[config.mk]
export PLATFORM = sky130hd
export DESIGN_NAME = el_fa_serial_ctrl
export DESIGN_NICKNAME = d
export VERILOG_FILES = /design/src/rtl/el_pkg.sv /design/src/rtl/el_sync.sv /design/src/rtl/el_fa_serial_ctrl.sv
export SDC_FILE = /design/constraint.sdc
export NUM_CORES = 1
export LEC_CHECK = 0
export CORE_MARGIN = 2
export CORE_UTILIZATION = 60
export CTS_CLUSTER_SIZE = 25
export DETAILED_ROUTE_END_ITERATION = 10
export DONT_BUFFER_PORTS = 1
export HOLD_SLACK_MARGIN = 0.06
export PLACE_DENSITY = 0.83
export SYNTH_ARGS = -nofsm -noshare
export SYNTH_HDL_FRONTEND = slang
export SYNTH_HIERARCHICAL = 1
export SYNTH_SLANG_ARGS = --single-unit
[constraint.sdc]
create_clock -name clk -period 5.2 [get_ports clk]
set_clock_uncertainty 0.2 [all_clocks]
set_input_delay 0.78 -clock clk [delete_from_list [all_inputs] [get_ports clk]]
set_output_delay 0.78 -clock clk [all_outputs]
set_load 0.03 [all_outputs]
[src/rtl/el_pkg.sv]
`default_nettype none
// ============================================================================
//  Module      : el_pkg
//  Description : Shared types and constants for the bit-serial dual-rail
//                full-adder sequencer (state encoding, rail indices,
//                seen-flag and synchronizer-bus bit positions).
//  Revision    : 1.0 - initial release
// ============================================================================
package el_pkg;

    typedef enum logic [2:0] {
        IDLE  = 3'd0,
        DRIVE = 3'd1,
        WAIT  = 3'd2,
        ACK   = 3'd3,
        DONE  = 3'd4
    } state_t;

    // Rail indices of a dual-rail pair; rail[1] carries logic 1
    localparam int RAIL0    = 0;
    localparam int RAIL1    = 1;
    localparam int RAIL_NUM = 2;

    // Per-bit seen flags: three input acks plus the two FA outputs
    localparam int SEEN_A   = 0;
    localparam int SEEN_B   = 1;
    localparam int SEEN_C   = 2;
    localparam int SEEN_S   = 3;
    localparam int SEEN_CO  = 4;
    localparam int SEEN_NUM = 5;

    // Layout of the FA-to-controller bus that crosses the synchronizer
    localparam int SB_ACK_A = 0;
    localparam int SB_ACK_B = 1;
    localparam int SB_ACK_C = 2;
    localparam int SB_OUT_S = 3;   // two bits: [4:3]
    localparam int SB_OUT_C = 5;   // two bits: [6:5]
    localparam int SB_WIDTH = 7;

    // One-hot toggle mask that sends a token of value v on a rail pair
    function automatic logic [RAIL_NUM-1:0] rail_token(input logic v);
        logic [RAIL_NUM-1:0] t;
        t = '0;
        if (v) t[RAIL1] = 1'b1;
        else   t[RAIL0] = 1'b1;
        return t;
    endfunction

endpackage
`default_nettype wire

[src/rtl/el_sync.sv]
`default_nettype none
// ============================================================================
//  Module      : el_sync
//  Description : STAGES-deep, WIDTH-bit flip-flop synchronizer chain with
//                asynchronous active-low reset.
//  Revision    : 1.0 - initial release
// ============================================================================
module el_sync #(
    parameter int STAGES = 2,
    parameter int WIDTH  = 1
) (
    input  logic             clk,
    input  logic             rst_n,
    input  logic [WIDTH-1:0] i_data,
    output logic [WIDTH-1:0] o_data
);

    // Fewer than two stages gives no metastability protection
    localparam int STAGES_EFF = (STAGES < 2) ? 2 : STAGES;
    localparam int CHAIN_W    = STAGES_EFF * WIDTH;

    logic [CHAIN_W-1:0] r_chain_q;
    logic [CHAIN_W-1:0] w_chain_d;

    // Shift the new sample in at the bottom of the chain
    always_comb begin
        w_chain_d = {r_chain_q[CHAIN_W-WIDTH-1:0], i_data};
    end

    // Chain register
    always_ff @(posedge clk or negedge rst_n) begin
        if (!rst_n) r_chain_q <= '0;
        else        r_chain_q <= w_chain_d;
    end

    assign o_data = r_chain_q[CHAIN_W-1 -: WIDTH];

endmodule
`default_nettype wire

[src/rtl/el_fa_serial_ctrl.sv]
`default_nettype none
// ============================================================================
//  Module      : el_fa_serial_ctrl
//  Description : Clocked sequencer that runs a 2-phase dual-rail full adder
//                as a bit-serial WIDTH-bit adder, LSB first, feeding the FA
//                carry-out back as the next carry-in.
//                Optional WAIT watchdog: define EL_FA_CTRL_TIMEOUT_EN.
//  Revision    : 1.0 - initial release
// ============================================================================
module el_fa_serial_ctrl
    import el_pkg::*;
#(
    parameter int WIDTH          = 8,
    parameter int SYNC_STAGES    = 2,
    parameter int TIMEOUT_CYCLES = 1024
) (
    input  logic             clk,
    input  logic             rst_n,
    input  logic             op_valid,
    output logic             op_ready,
    input  logic [WIDTH-1:0] op_a,
    input  logic [WIDTH-1:0] op_b,
    input  logic             op_cin,
    output logic             res_valid,
    input  logic             res_ready,
    output logic [WIDTH-1:0] res_sum,
    output logic             res_cout,
    output logic             busy,
    output logic             err,
    output logic             timeout,
    output logic [1:0]       fa_in_a,
    output logic [1:0]       fa_in_b,
    output logic [1:0]       fa_in_c,
    input  logic             fa_ack_a,
    input  logic             fa_ack_b,
    input  logic             fa_ack_c,
    input  logic [1:0]       fa_out_s,
    input  logic [1:0]       fa_out_c,
    output logic             fa_ack_s,
    output logic             fa_ack_c_o
);

    localparam int IDX_W = (WIDTH > 1) ? $clog2(WIDTH) : 1;

    state_t                r_state_q,   w_state_d;
    logic [WIDTH-1:0]      r_a_q,       w_a_d;
    logic [WIDTH-1:0]      r_b_q,       w_b_d;
    logic [WIDTH-1:0]      r_sum_q,     w_sum_d;
    logic                  r_carry_q,   w_carry_d;
    logic [IDX_W-1:0]      r_idx_q,     w_idx_d;
    logic [SEEN_NUM-1:0]   r_seen_q,    w_seen_d;
    logic [2:0]            r_ack_mir_q, w_ack_mir_d;
    logic [RAIL_NUM-1:0]   r_s_mir_q,   w_s_mir_d;
    logic [RAIL_NUM-1:0]   r_c_mir_q,   w_c_mir_d;
    logic [RAIL_NUM-1:0]   r_in_a_q,    w_in_a_d;
    logic [RAIL_NUM-1:0]   r_in_b_q,    w_in_b_d;
    logic [RAIL_NUM-1:0]   r_in_c_q,    w_in_c_d;
    logic                  r_ack_s_q,   w_ack_s_d;
    logic                  r_ack_c_q,   w_ack_c_d;
    logic                  r_err_q,     w_err_d;

`ifdef EL_FA_CTRL_TIMEOUT_EN
    localparam int CNT_W = $clog2(TIMEOUT_CYCLES + 1);
    logic [CNT_W-1:0]      r_wcnt_q,    w_wcnt_d;
    logic                  r_timeout_q, w_timeout_d;
`endif

    logic [SB_WIDTH-1:0]   w_fa_raw;
    logic [SB_WIDTH-1:0]   w_fa_sync;
    logic [2:0]            w_ack_chg;
    logic [RAIL_NUM-1:0]   w_s_chg;
    logic [RAIL_NUM-1:0]   w_c_chg;

    assign w_fa_raw = {fa_out_c, fa_out_s, fa_ack_c, fa_ack_b, fa_ack_a};

    el_sync #(
        .STAGES (SYNC_STAGES),
        .WIDTH  (SB_WIDTH)
    ) u_sync (
        .clk    (clk),
        .rst_n  (rst_n),
        .i_data (w_fa_raw),
        .o_data (w_fa_sync)
    );

    // A transition on any synced signal relative to its mirror is an event
    assign w_ack_chg = w_fa_sync[SB_ACK_C:SB_ACK_A] ^ r_ack_mir_q;
    assign w_s_chg   = w_fa_sync[SB_OUT_S +: RAIL_NUM] ^ r_s_mir_q;
    assign w_c_chg   = w_fa_sync[SB_OUT_C +: RAIL_NUM] ^ r_c_mir_q;

    // Next-state, datapath and handshake-event bookkeeping
    always_comb begin
        w_state_d   = r_state_q;
        w_a_d       = r_a_q;
        w_b_d       = r_b_q;
        w_sum_d     = r_sum_q;
        w_carry_d   = r_carry_q;
        w_idx_d     = r_idx_q;
        w_seen_d    = r_seen_q;
        w_ack_mir_d = r_ack_mir_q;
        w_s_mir_d   = r_s_mir_q;
        w_c_mir_d   = r_c_mir_q;
        w_in_a_d    = r_in_a_q;
        w_in_b_d    = r_in_b_q;
        w_in_c_d    = r_in_c_q;
        w_ack_s_d   = r_ack_s_q;
        w_ack_c_d   = r_ack_c_q;
        w_err_d     = r_err_q;
`ifdef EL_FA_CTRL_TIMEOUT_EN
        w_wcnt_d    = r_wcnt_q;
        w_timeout_d = r_timeout_q;
`endif

        unique case (r_state_q)
            IDLE: begin
                if (op_valid) begin
                    w_a_d     = op_a;
                    w_b_d     = op_b;
                    w_carry_d = op_cin;
                    w_sum_d   = '0;
                    w_idx_d   = '0;
                    w_state_d = DRIVE;
                end
            end
            DRIVE: begin
                // All three input tokens of this bit leave together
                w_in_a_d  = r_in_a_q ^ rail_token(r_a_q[r_idx_q]);
                w_in_b_d  = r_in_b_q ^ rail_token(r_b_q[r_idx_q]);
                w_in_c_d  = r_in_c_q ^ rail_token(r_carry_q);
                w_seen_d  = '0;
`ifdef EL_FA_CTRL_TIMEOUT_EN
                w_wcnt_d  = '0;
`endif
                w_state_d = WAIT;
            end
            WAIT: begin
                w_ack_mir_d = w_fa_sync[SB_ACK_C:SB_ACK_A];
                w_s_mir_d   = w_fa_sync[SB_OUT_S +: RAIL_NUM];
                w_c_mir_d   = w_fa_sync[SB_OUT_C +: RAIL_NUM];
                w_seen_d[SEEN_A]  = r_seen_q[SEEN_A]  | w_ack_chg[0];
                w_seen_d[SEEN_B]  = r_seen_q[SEEN_B]  | w_ack_chg[1];
                w_seen_d[SEEN_C]  = r_seen_q[SEEN_C]  | w_ack_chg[2];
                w_seen_d[SEEN_S]  = r_seen_q[SEEN_S]  | (|w_s_chg);
                w_seen_d[SEEN_CO] = r_seen_q[SEEN_CO] | (|w_c_chg);
                // Both rails toggling is illegal; keep rail[1] as the value
                if (|w_s_chg) w_sum_d[r_idx_q] = w_s_chg[RAIL1];
                if (|w_c_chg) w_carry_d        = w_c_chg[RAIL1];
                if ((&w_s_chg) || (&w_c_chg)) w_err_d = 1'b1;
                if (&w_seen_d) begin
                    w_state_d = ACK;
                end
`ifdef EL_FA_CTRL_TIMEOUT_EN
                else begin
                    w_wcnt_d = r_wcnt_q + CNT_W'(1);
                    if (w_wcnt_d == CNT_W'(TIMEOUT_CYCLES)) begin
                        w_timeout_d = 1'b1;
                        w_state_d   = IDLE;
                    end
                end
`endif
            end
            ACK: begin
                w_ack_s_d = ~r_ack_s_q;
                w_ack_c_d = ~r_ack_c_q;
                if (r_idx_q == IDX_W'(WIDTH - 1)) begin
                    w_state_d = DONE;
                end else begin
                    w_idx_d   = r_idx_q + IDX_W'(1);
                    w_state_d = DRIVE;
                end
            end
            DONE: begin
                if (res_ready) w_state_d = IDLE;
            end
            default: w_state_d = IDLE;
        endcase
    end

    // State and datapath registers
    always_ff @(posedge clk or negedge rst_n) begin
        if (!rst_n) begin
            r_state_q   <= IDLE;
            r_a_q       <= '0;
            r_b_q       <= '0;
            r_sum_q     <= '0;
            r_carry_q   <= 1'b0;
            r_idx_q     <= '0;
            r_seen_q    <= '0;
            r_ack_mir_q <= '0;
            r_s_mir_q   <= '0;
            r_c_mir_q   <= '0;
            r_in_a_q    <= '0;
            r_in_b_q    <= '0;
            r_in_c_q    <= '0;
            r_ack_s_q   <= 1'b0;
            r_ack_c_q   <= 1'b0;
            r_err_q     <= 1'b0;
`ifdef EL_FA_CTRL_TIMEOUT_EN
            r_wcnt_q    <= '0;
            r_timeout_q <= 1'b0;
`endif
        end else begin
            r_state_q   <= w_state_d;
            r_a_q       <= w_a_d;
            r_b_q       <= w_b_d;
            r_sum_q     <= w_sum_d;
            r_carry_q   <= w_carry_d;
            r_idx_q     <= w_idx_d;
            r_seen_q    <= w_seen_d;
            r_ack_mir_q <= w_ack_mir_d;
            r_s_mir_q   <= w_s_mir_d;
            r_c_mir_q   <= w_c_mir_d;
            r_in_a_q    <= w_in_a_d;
            r_in_b_q    <= w_in_b_d;
            r_in_c_q    <= w_in_c_d;
            r_ack_s_q   <= w_ack_s_d;
            r_ack_c_q   <= w_ack_c_d;
            r_err_q     <= w_err_d;
`ifdef EL_FA_CTRL_TIMEOUT_EN
            r_wcnt_q    <= w_wcnt_d;
            r_timeout_q <= w_timeout_d;
`endif
        end
    end

    assign op_ready   = (r_state_q == IDLE);
    assign busy       = (r_state_q != IDLE);
    assign res_valid  = (r_state_q == DONE);
    assign res_sum    = (r_state_q == DONE) ? r_sum_q : '0;
    assign res_cout   = (r_state_q == DONE) ? r_carry_q : 1'b0;
    assign err        = r_err_q;
    assign fa_in_a    = r_in_a_q;
    assign fa_in_b    = r_in_b_q;
    assign fa_in_c    = r_in_c_q;
    assign fa_ack_s   = r_ack_s_q;
    assign fa_ack_c_o = r_ack_c_q;
`ifdef EL_FA_CTRL_TIMEOUT_EN
    assign timeout    = r_timeout_q;
`else
    assign timeout    = 1'b0;
`endif

endmodule
`default_nettype wire

==> reports/qor.csv, run 1 <==
stage;metric;value;unit
clocking;numCtsBuffers;9;
drt;drc;0;
drt;drt_pass1_iterations;4;
clocking;insertion_delay;340;ps
clocking;cts_setup_buffers;0;
timing;setup-tns-final;0;ps
power;p_leak;1.49;nW
grt;antenna_found_initial;0;
grt;globalRouteTotalUtil;0.224;
cells_and_area;nets;301;
worst_setup_path;max_stage_delay;840;ps
floorplan;row_count;25;
yosys;synth-seq-area-share;0.574;
placement;portBuffers;0;
yosys;synth_area;2880;µm²
yosys;synth-main-ff-cell;dfrtp_1;
run_status;status;completed;
worst_setup_path;cp-endpoint;r_idx_q[0]$_DFFE_PN0P_;
yosys;synth_fp_nets;310;
worst_setup_path;reg2reg_to;r_idx_q[0]$_DFFE_PN0P_;
clocking;cts_hold_buf;1;
clocking;htree_levels;3;
yosys;async_flop_share;1.00;
floorplan;ios;50;
power;p_per_area;658;nW/µm²
cells_and_area;fillers;331;
timing;relSlewSlack;0.376;
timing;worst_pin_slew;934;ps
drt;wirelength;5.33;mm
floorplan;initial_core_util;0.617;
clocking;clock_path_buffers;2;
timing;rsz0062_at_grt;false;
timing;fmax;357;MHz
drt;antenna_left;0;
worst_setup_path;critPathMaxFanout;25;
yosys;synth_warnings;6;
cells_and_area;antenna-diode-count;0;
yosys;ys_ff_latch;66;
grt;grt_max_degree;67;
timing;finalMaxSlewViolations;0;
cells_and_area;regArea;1650;µm²
timing;final_hold_viol_count;0;
worst_setup_path;reg2reg_depth;4;
worst_setup_path;cp.arrival;2820;ps
yosys;synthTopCellsByArea;dfrtp_1, nand2_1, nor2_1, xor2_1, a22o_1;
cells_and_area;multi_input_area;1080;µm²
floorplan;dieArea;5370;µm²
placement;gp_congestion;0.812;
yosys;synth_edf_count;0;
drt;drt_iter0_drc;202;
cells_and_area;drive_gt1_frac;0.0833;
clocking;clk_pin_slew_worst_paths;80;ps
run;cap_violations;0;
timing;fin_crit;2800;ps
worst_setup_path;r2r_slack;2400;ps
worst_setup_path;r2r-start;r_state_q[2]$_DFFE_PN0P_;
min_path;hp-class;in2async;
grt;grt_pass1_vias;1905;
drt;viasPerCell;5.72;
worst_setup_path;start_kind;flop;
yosys;ys_types;38;
clocking;cts_resized;0;
clocking;tritoncts;done;
clocking;clock-root-buffer;clkbuf_8;
worst_setup_path;crit_required;5230;ps
drt;detail_route.wl_per_cell;16.1;µm
floorplan;core;4660;µm²
worst_setup_path;crit_path_start;r_state_q[2]$_DFFE_PN0P_;
worst_setup_path;critical_path_class;reg2reg;
worst_setup_path;cp_slowest_cell;and2_1;
drt;dr_total_vias;1889;
power;max-vdd-ir-drop;0.337;mV
grt;grt_overflow;0;
timing;period_share;0.538;
placement;place_hpwl;3.61;mm
yosys;syn_inst;280;
cells_and_area;synthToLayoutAreaGrowth;7.04;%
floorplan;die_x;73.3;µm
clocking;cts.sinks;66;
floorplan;die_y;73.3;µm
worst_setup_path;critPathCaptureType;flop;
yosys;syn_avg_cell_area;10.3;µm²
yosys;synth.top_cell.area_share;0.574;
timing;setup_viol;0;
yosys;synth.largest_area_cell;dfrtp_1;
grt;grt_first_pass_wirelength;8.98;mm
timing;hold_ws;102;ps
worst_setup_path;worstPathCellList;nor3_2, and2_1, nor2_1, mux2_2;
-- cells by family after synthesis --
family | Yosys count | share of synthesized area
xor gates and xnor gates | 15 | 0.0457
DFF | 66 | 0.574
and+or+nand+nor | 125 | 0.193
buffers and inverters | 26 | 0.0496
other | 1 | 0.00130
adders and majority gates | 2 | 0.00869
muxes | 7 | 0.0335
AOI/OAI and AO/OA | 38 | 0.0939
-- state kept, by name, indices dropped and copies added (netlist names), 3 cells and up --
signal / flops
r_b_q: 8
r_sum_q: 8
r_idx_q: 3
u_sync/r_chain_q: 14
r_state_q: 3
r_ack_mir_q: 3
r_seen_q: 5
r_a_q: 8
-- layer usage --
metal | vias up | routed length, µm | GRT usage
met3 | 9 | 396 | 0.0466
met5 | - | 0 | 0
met4 | 0 | 107 | 0.111
li1 | 906 | - | -
met2 | 67 | 2500 | 0.340
met1 | 907 | 2320 | 0.307
-- placed cells by master (no fill, tap or decap), drive strengths merged, types with 2 or more instances in the layout --
| cell | instances |
|---|---|
| nor3 | 5 |
| or3b | 2 |
| inv | 4 |
| ha | 2 |
| nand3b | 2 |
| and3 | 9 |
| nand3 | 3 |
| o22ai | 3 |
| mux2i | 4 |
| a211oi | 2 |
| and2 | 2 |
| nand2 | 75 |
| nor2 | 19 |
| bufinv | 2 |
| nor2b | 3 |
| a21oi | 12 |
| o21bai | 3 |
| a22o | 7 |
| clkbuf | 10 |
| xnor2 | 7 |
| clkinv | 3 |
| xor2 | 8 |
| dfrtp | 66 |
| o21ai | 5 |
| mux4 | 2 |
| nor3b | 2 |
| buf | 2 |
| a32o | 4 |
-- report_power, final --
| group | internal, W | switching, W | total [W] |
|---|---|---|---|
| Sequential | 0.000695 | 0.000226 | 0.000921 |
| Clock | 0.000284 | 0.000200 | 0.000484 |
| Combinational | 0.000258 | 0.000365 | 0.000624 |
| Total | 0.00124 | 0.000791 | 0.00203 |
-- stage by stage --
step	cell area (µm²)	instances	utilization	setup WS, ps	total power (W)
3_5_place_dp	2830	313	0.606	2480	0.00155
2_1_floorplan	2880	280	-	2960	0.00142
4_1_cts	3080	330	0.661	2400	0.00204
5_1_grt	3080	330	0.661	2250	0.00217
6_report	3080	330	0.661	2400	0.00203
3_3_place_gp	2830	313	0.606	2540	0.00150
-- worst max-delay path: cells and delay by family, from the launching register on --
kind,cells,cell delay (ps)
and+or+nand+nor,3,1620
muxes,1,310
DFF,1,550
-- how the worst min path moves through the flow --
stage | from | end | slack, ps | depth (start not counted)
final | rst_n | u_sync/r_chain_q[8]$_DFF_PN0_ | 100 | 1
after global routing | rst_n | u_sync/r_chain_q[8]$_DFF_PN0_ | 120 | 1
after CTS | rst_n | u_sync/r_chain_q[8]$_DFF_PN0_ | 120 | 1
after floorplan | u_sync/r_chain_q[3]$_DFF_PN0_ | u_sync/r_chain_q[10]$_DFF_PN0_ | 130 | 0
after detailed placement | u_sync/r_chain_q[3]$_DFF_PN0_ | u_sync/r_chain_q[10]$_DFF_PN0_ | 140 | 0
after global placement | u_sync/r_chain_q[1]$_DFF_PN0_ | u_sync/r_chain_q[8]$_DFF_PN0_ | 130 | 0
-- cells in the mapped netlist (all sizes together) (5+ instances only) --
| master | number |
|---|---|
| xnor2 | 7 |
| nor2 | 19 |
| xor2 | 8 |
| clkbuf | 7 |
| a21oi | 12 |
| nor3 | 5 |
| buf | 15 |
| dfrtp | 66 |
| and3 | 9 |
| a22o | 7 |
| nand2 | 75 |
| o21ai | 5 |
-- area by class of cell --
type / instances / area share
flip-flops and latches: 66 / 0.536
multi-input cells: 188 / 0.352
clock buffers: 10 / 0.0447
clock inverters: 6 / 0.0292
well taps: 54 / 0.0219
repair buffers: 2 / 0.0114
inverters: 4 / 0.00487
Note: power is estimated with default switching activity, not from simulation.
==> run 2: changes to the inputs <==
--- a/config.mk
+++ b/config.mk
@@ -5,6 +5,7 @@
 export SDC_FILE = /design/constraint.sdc
 export NUM_CORES = 1
 export LEC_CHECK = 0
+export ABC_AREA = 1
 export CORE_MARGIN = 2
 export CORE_UTILIZATION = 60
 export CTS_CLUSTER_SIZE = 25
==> constraint.sdc (replaced) <==
create_clock -name clk -period 2.7 [get_ports clk]
set_clock_uncertainty 0.2 [all_clocks]
set_input_delay 0.405 -clock clk [delete_from_list [all_inputs] [get_ports clk]]
set_output_delay 0.405 -clock clk [all_outputs]
set_load 0.03 [all_outputs]
==> run 2 against run 1 <==
Against the previous run:
- design area grew 18%
- global-route usage is 0.94 points higher
- flip-flop and latch count unchanged
- critical path depth increased by 1
- total power increased by 100%
- critical path type is now reg2out
- hold slack better by 51 ps
- synthesized cell count is 23% higher
- wire length increased by 15%
- non-clock buffer count increased by 37
- clock power grew 74%
==> reports/qor.csv, run 2 <==
stage;metric;value;unit
min_path;hp-start;u_sync/r_chain_q[5]$_DFF_PN0_;
yosys;synth-seq-area-share;0.536;
floorplan;ios;50;
clocking;numCtsBuffers;9;
yosys;synthTopCellsByCount;nand2_1, dfrtp_1, inv_1, o21ai_0;
worst_setup_path;r2r-start;r_idx_q[0]$_DFFE_PN0P_;
run_status;status;completed;
floorplan;die_x;75.7;µm
yosys;synth.largest_area_cell;dfrtp_1;
cells_and_area;largest_register_ffs;14;
drt;drt_pass1_iterations;4;
power;p_int;0.00242;W
power;pwr-share-clk;0.205;
run;cap_violations;0;
clocking;tritoncts;done;
timing;fin_crit;2310;ps
timing;final_hold_viol_count;0;
grt;grt_pass1_vias;2296;
worst_setup_path;critPathMaxFanout;11;
drt;antenna_left;0;
min_path;hp-class;reg2reg;
clocking;cts_resized;0;
drt;detail_route.wl_per_cell;13.6;µm
timing;setup_viol;0;
yosys;synth_area;3080;µm²
cells_and_area;top_register;u_sync/r_chain_q;
yosys;synth-main-ff-cell;dfrtp_1;
worst_setup_path;start_kind;flop;
timing;fmax;433;MHz
timing;worst_pin_slew;609;ps
worst_setup_path;crit_path_start;r_state_q[2]$_DFFE_PN0P_;
drt;wirelength;6.14;mm
yosys;async_flop_share;1.00;
yosys;syn_avg_cell_area;8.96;µm²
drt;dr_total_vias;2291;
power;p_per_area;1130;nW/µm²
min_path;whs_endpoint;u_sync/r_chain_q[12]$_DFF_PN0_;
floorplan;row_count;26;
power;combPwrFrac;0.363;
floorplan;core;5040;µm²
placement;place_hpwl;3.91;mm
cells_and_area;nets;407;
worst_setup_path;reg2reg_depth;9;
floorplan;die_y;75.7;µm
cells_and_area;final_cell_mix;nand2_1, dfrtp_1, inv_1;
timing;relSlewSlack;0.593;
min_path;holdPathStages;0;
placement;gp_congestion;0.777;
cells_and_area;synthToLayoutAreaGrowth;17.9;%
yosys;ys_types;30;
grt;globalRouteTotalUtil;0.233;
worst_setup_path;critPathCaptureType;output pin;
drt;drc;0;
cells_and_area;final_common_cell;nand2_1;
power;seqPwrFrac;0.432;
worst_setup_path;reg2reg_to;fa_in_a[0]$_DFFE_PN0P_;
floorplan;dieArea;5730;µm²
timing;hold_ws;153;ps
timing;setup-tns-final;0;ps
yosys;ys_ff_latch;66;
cells_and_area;antenna-diode-count;0;
yosys;synth_edf_count;0;
timing;period_share;0.856;
yosys;synth.top_cell.area_share;0.536;
clocking;cts_setup_buffers;0;
yosys;synthTopCellsByArea;dfrtp_1, nand2_1, inv_1, mux2_4, o21ai_0;
clocking;clock_path_buffers;2;
yosys;synth_fp_nets;374;
cells_and_area;drive_gt1_frac;0.128;
grt;grt_max_degree;67;
yosys;synth_warnings;6;
worst_setup_path;r2r_slack;440;ps
power;swShare;0.412;
drt;drt_iter0_drc;172;
worst_setup_path;critical_path_class;reg2out;
yosys;synth.most_common_cell;nand2_1;
placement;portBuffers;0;
worst_setup_path;cp.arrival;1710;ps
clocking;cts_hold_buf;27;
clocking;cts.sinks;66;
power;p_sw;0.00169;W
grt;antenna_found_initial;0;
clocking;htree_levels;3;
clocking;clk_pin_slew_worst_paths;70;ps
floorplan;initial_core_util;0.611;
timing;rsz0062_at_grt;false;
clocking;insertion_delay;330;ps
power;p_leak;1.84;nW
grt;grt_overflow;0;
worst_setup_path;crit_required;2100;ps
yosys;syn_inst;344;
drt;viasPerCell;5.07;
timing;finalMaxSlewViolations;0;
grt;grt_first_pass_wirelength;9.76;mm
power;max-vdd-ir-drop;0.736;mV
clocking;clock-root-buffer;clkbuf_8;
## run 2: cell types whose count changed after synthesis, moves of 6 or more
cell,before,now
nand2_1,75,116
nand3_1,3,13
inv_1,4,44
and3_1,9,0
nor2_1,19,13
a22o_1,7,0
a21oi_1,11,4
mux2_4,0,10
o21ai_0,4,21
xor2_1,8,2
## run 2: metrics by stage
step	utilization	worst slack (ps)	area (µm²)	cells	power (W)
after floorplan	-	140	3080	344	0.00291
after global placement	0.623	627	3140	409	0.00310
after detailed placement	0.623	555	3140	409	0.00318
after CTS	0.720	388	3630	452	0.00410
after global routing	0.720	240	3630	452	0.00440
final	0.720	389	3630	452	0.00411
## run 2: worst max-delay path, cell delays in order, from the launching register on
cell,delay (ps)
dfrtp_1,460
inv_1,100
nor3_1,250
inv_1,250
nor2_1,140
buf_4,170
## run 2: layer usage
metal	GRT usage	wire [µm]	vias to the layer above
li1	-	-	1120
met5	0	0	-
met1	0.279	2580	1078
met2	0.384	3060	71
met3	0.0648	315	22
met4	0.127	189	0
## run 2: power groups by stage
stage	registers [W]	clock network [W]	logic (W)
2_1_floorplan	0.00166	0	0.00125
3_3_place_gp	0.00176	0	0.00134
3_5_place_dp	0.00179	0	0.00140
4_1_cts	0.00177	0.000854	0.00148
5_1_grt	0.00181	0.000899	0.00169
6_report	0.00178	0.000844	0.00149
## run 2: cell type report
class                           count  area, µm²
Inverter                           48        180
Clock inverter                      4       50.0
Tap cell                           70       87.6
Fill cell                         347       1410
Clock buffer                       12        155
Timing Repair Buffer               39        378
Sequential cell                    66       1650
Multi-Input combinational cell    213       1130
## run 2: kinds of logic (layout without fill, tap and decap cells)
group / Yosys count / after routing / synth area share
AOI/OAI and AO/OA: 29 / 29 / 0.0491
muxes: 16 / 16 / 0.0706
DFF: 66 / 66 / 0.536
adders and majority gates: 2 / 2 / 0.00812
other: 1 / 1 / 0.00122
buffers and inverters: 65 / 103 / 0.0974
xor gates and xnor gates: 4 / 4 / 0.0114
and+or+nand+nor: 161 / 161 / 0.226
## run 2: worst max path at each step
stage / to / slack, ps / cells after the start
after floorplan: res_cout / 140 / 5
after global routing: res_sum[6] / 240 / 5
after global placement: fa_in_b[0]$_DFFE_PN0P_ / 630 / 9
final: res_sum[6] / 390 / 5
after CTS: res_cout / 390 / 5
after detailed placement: fa_in_b[0]$_DFFE_PN0P_ / 550 / 9
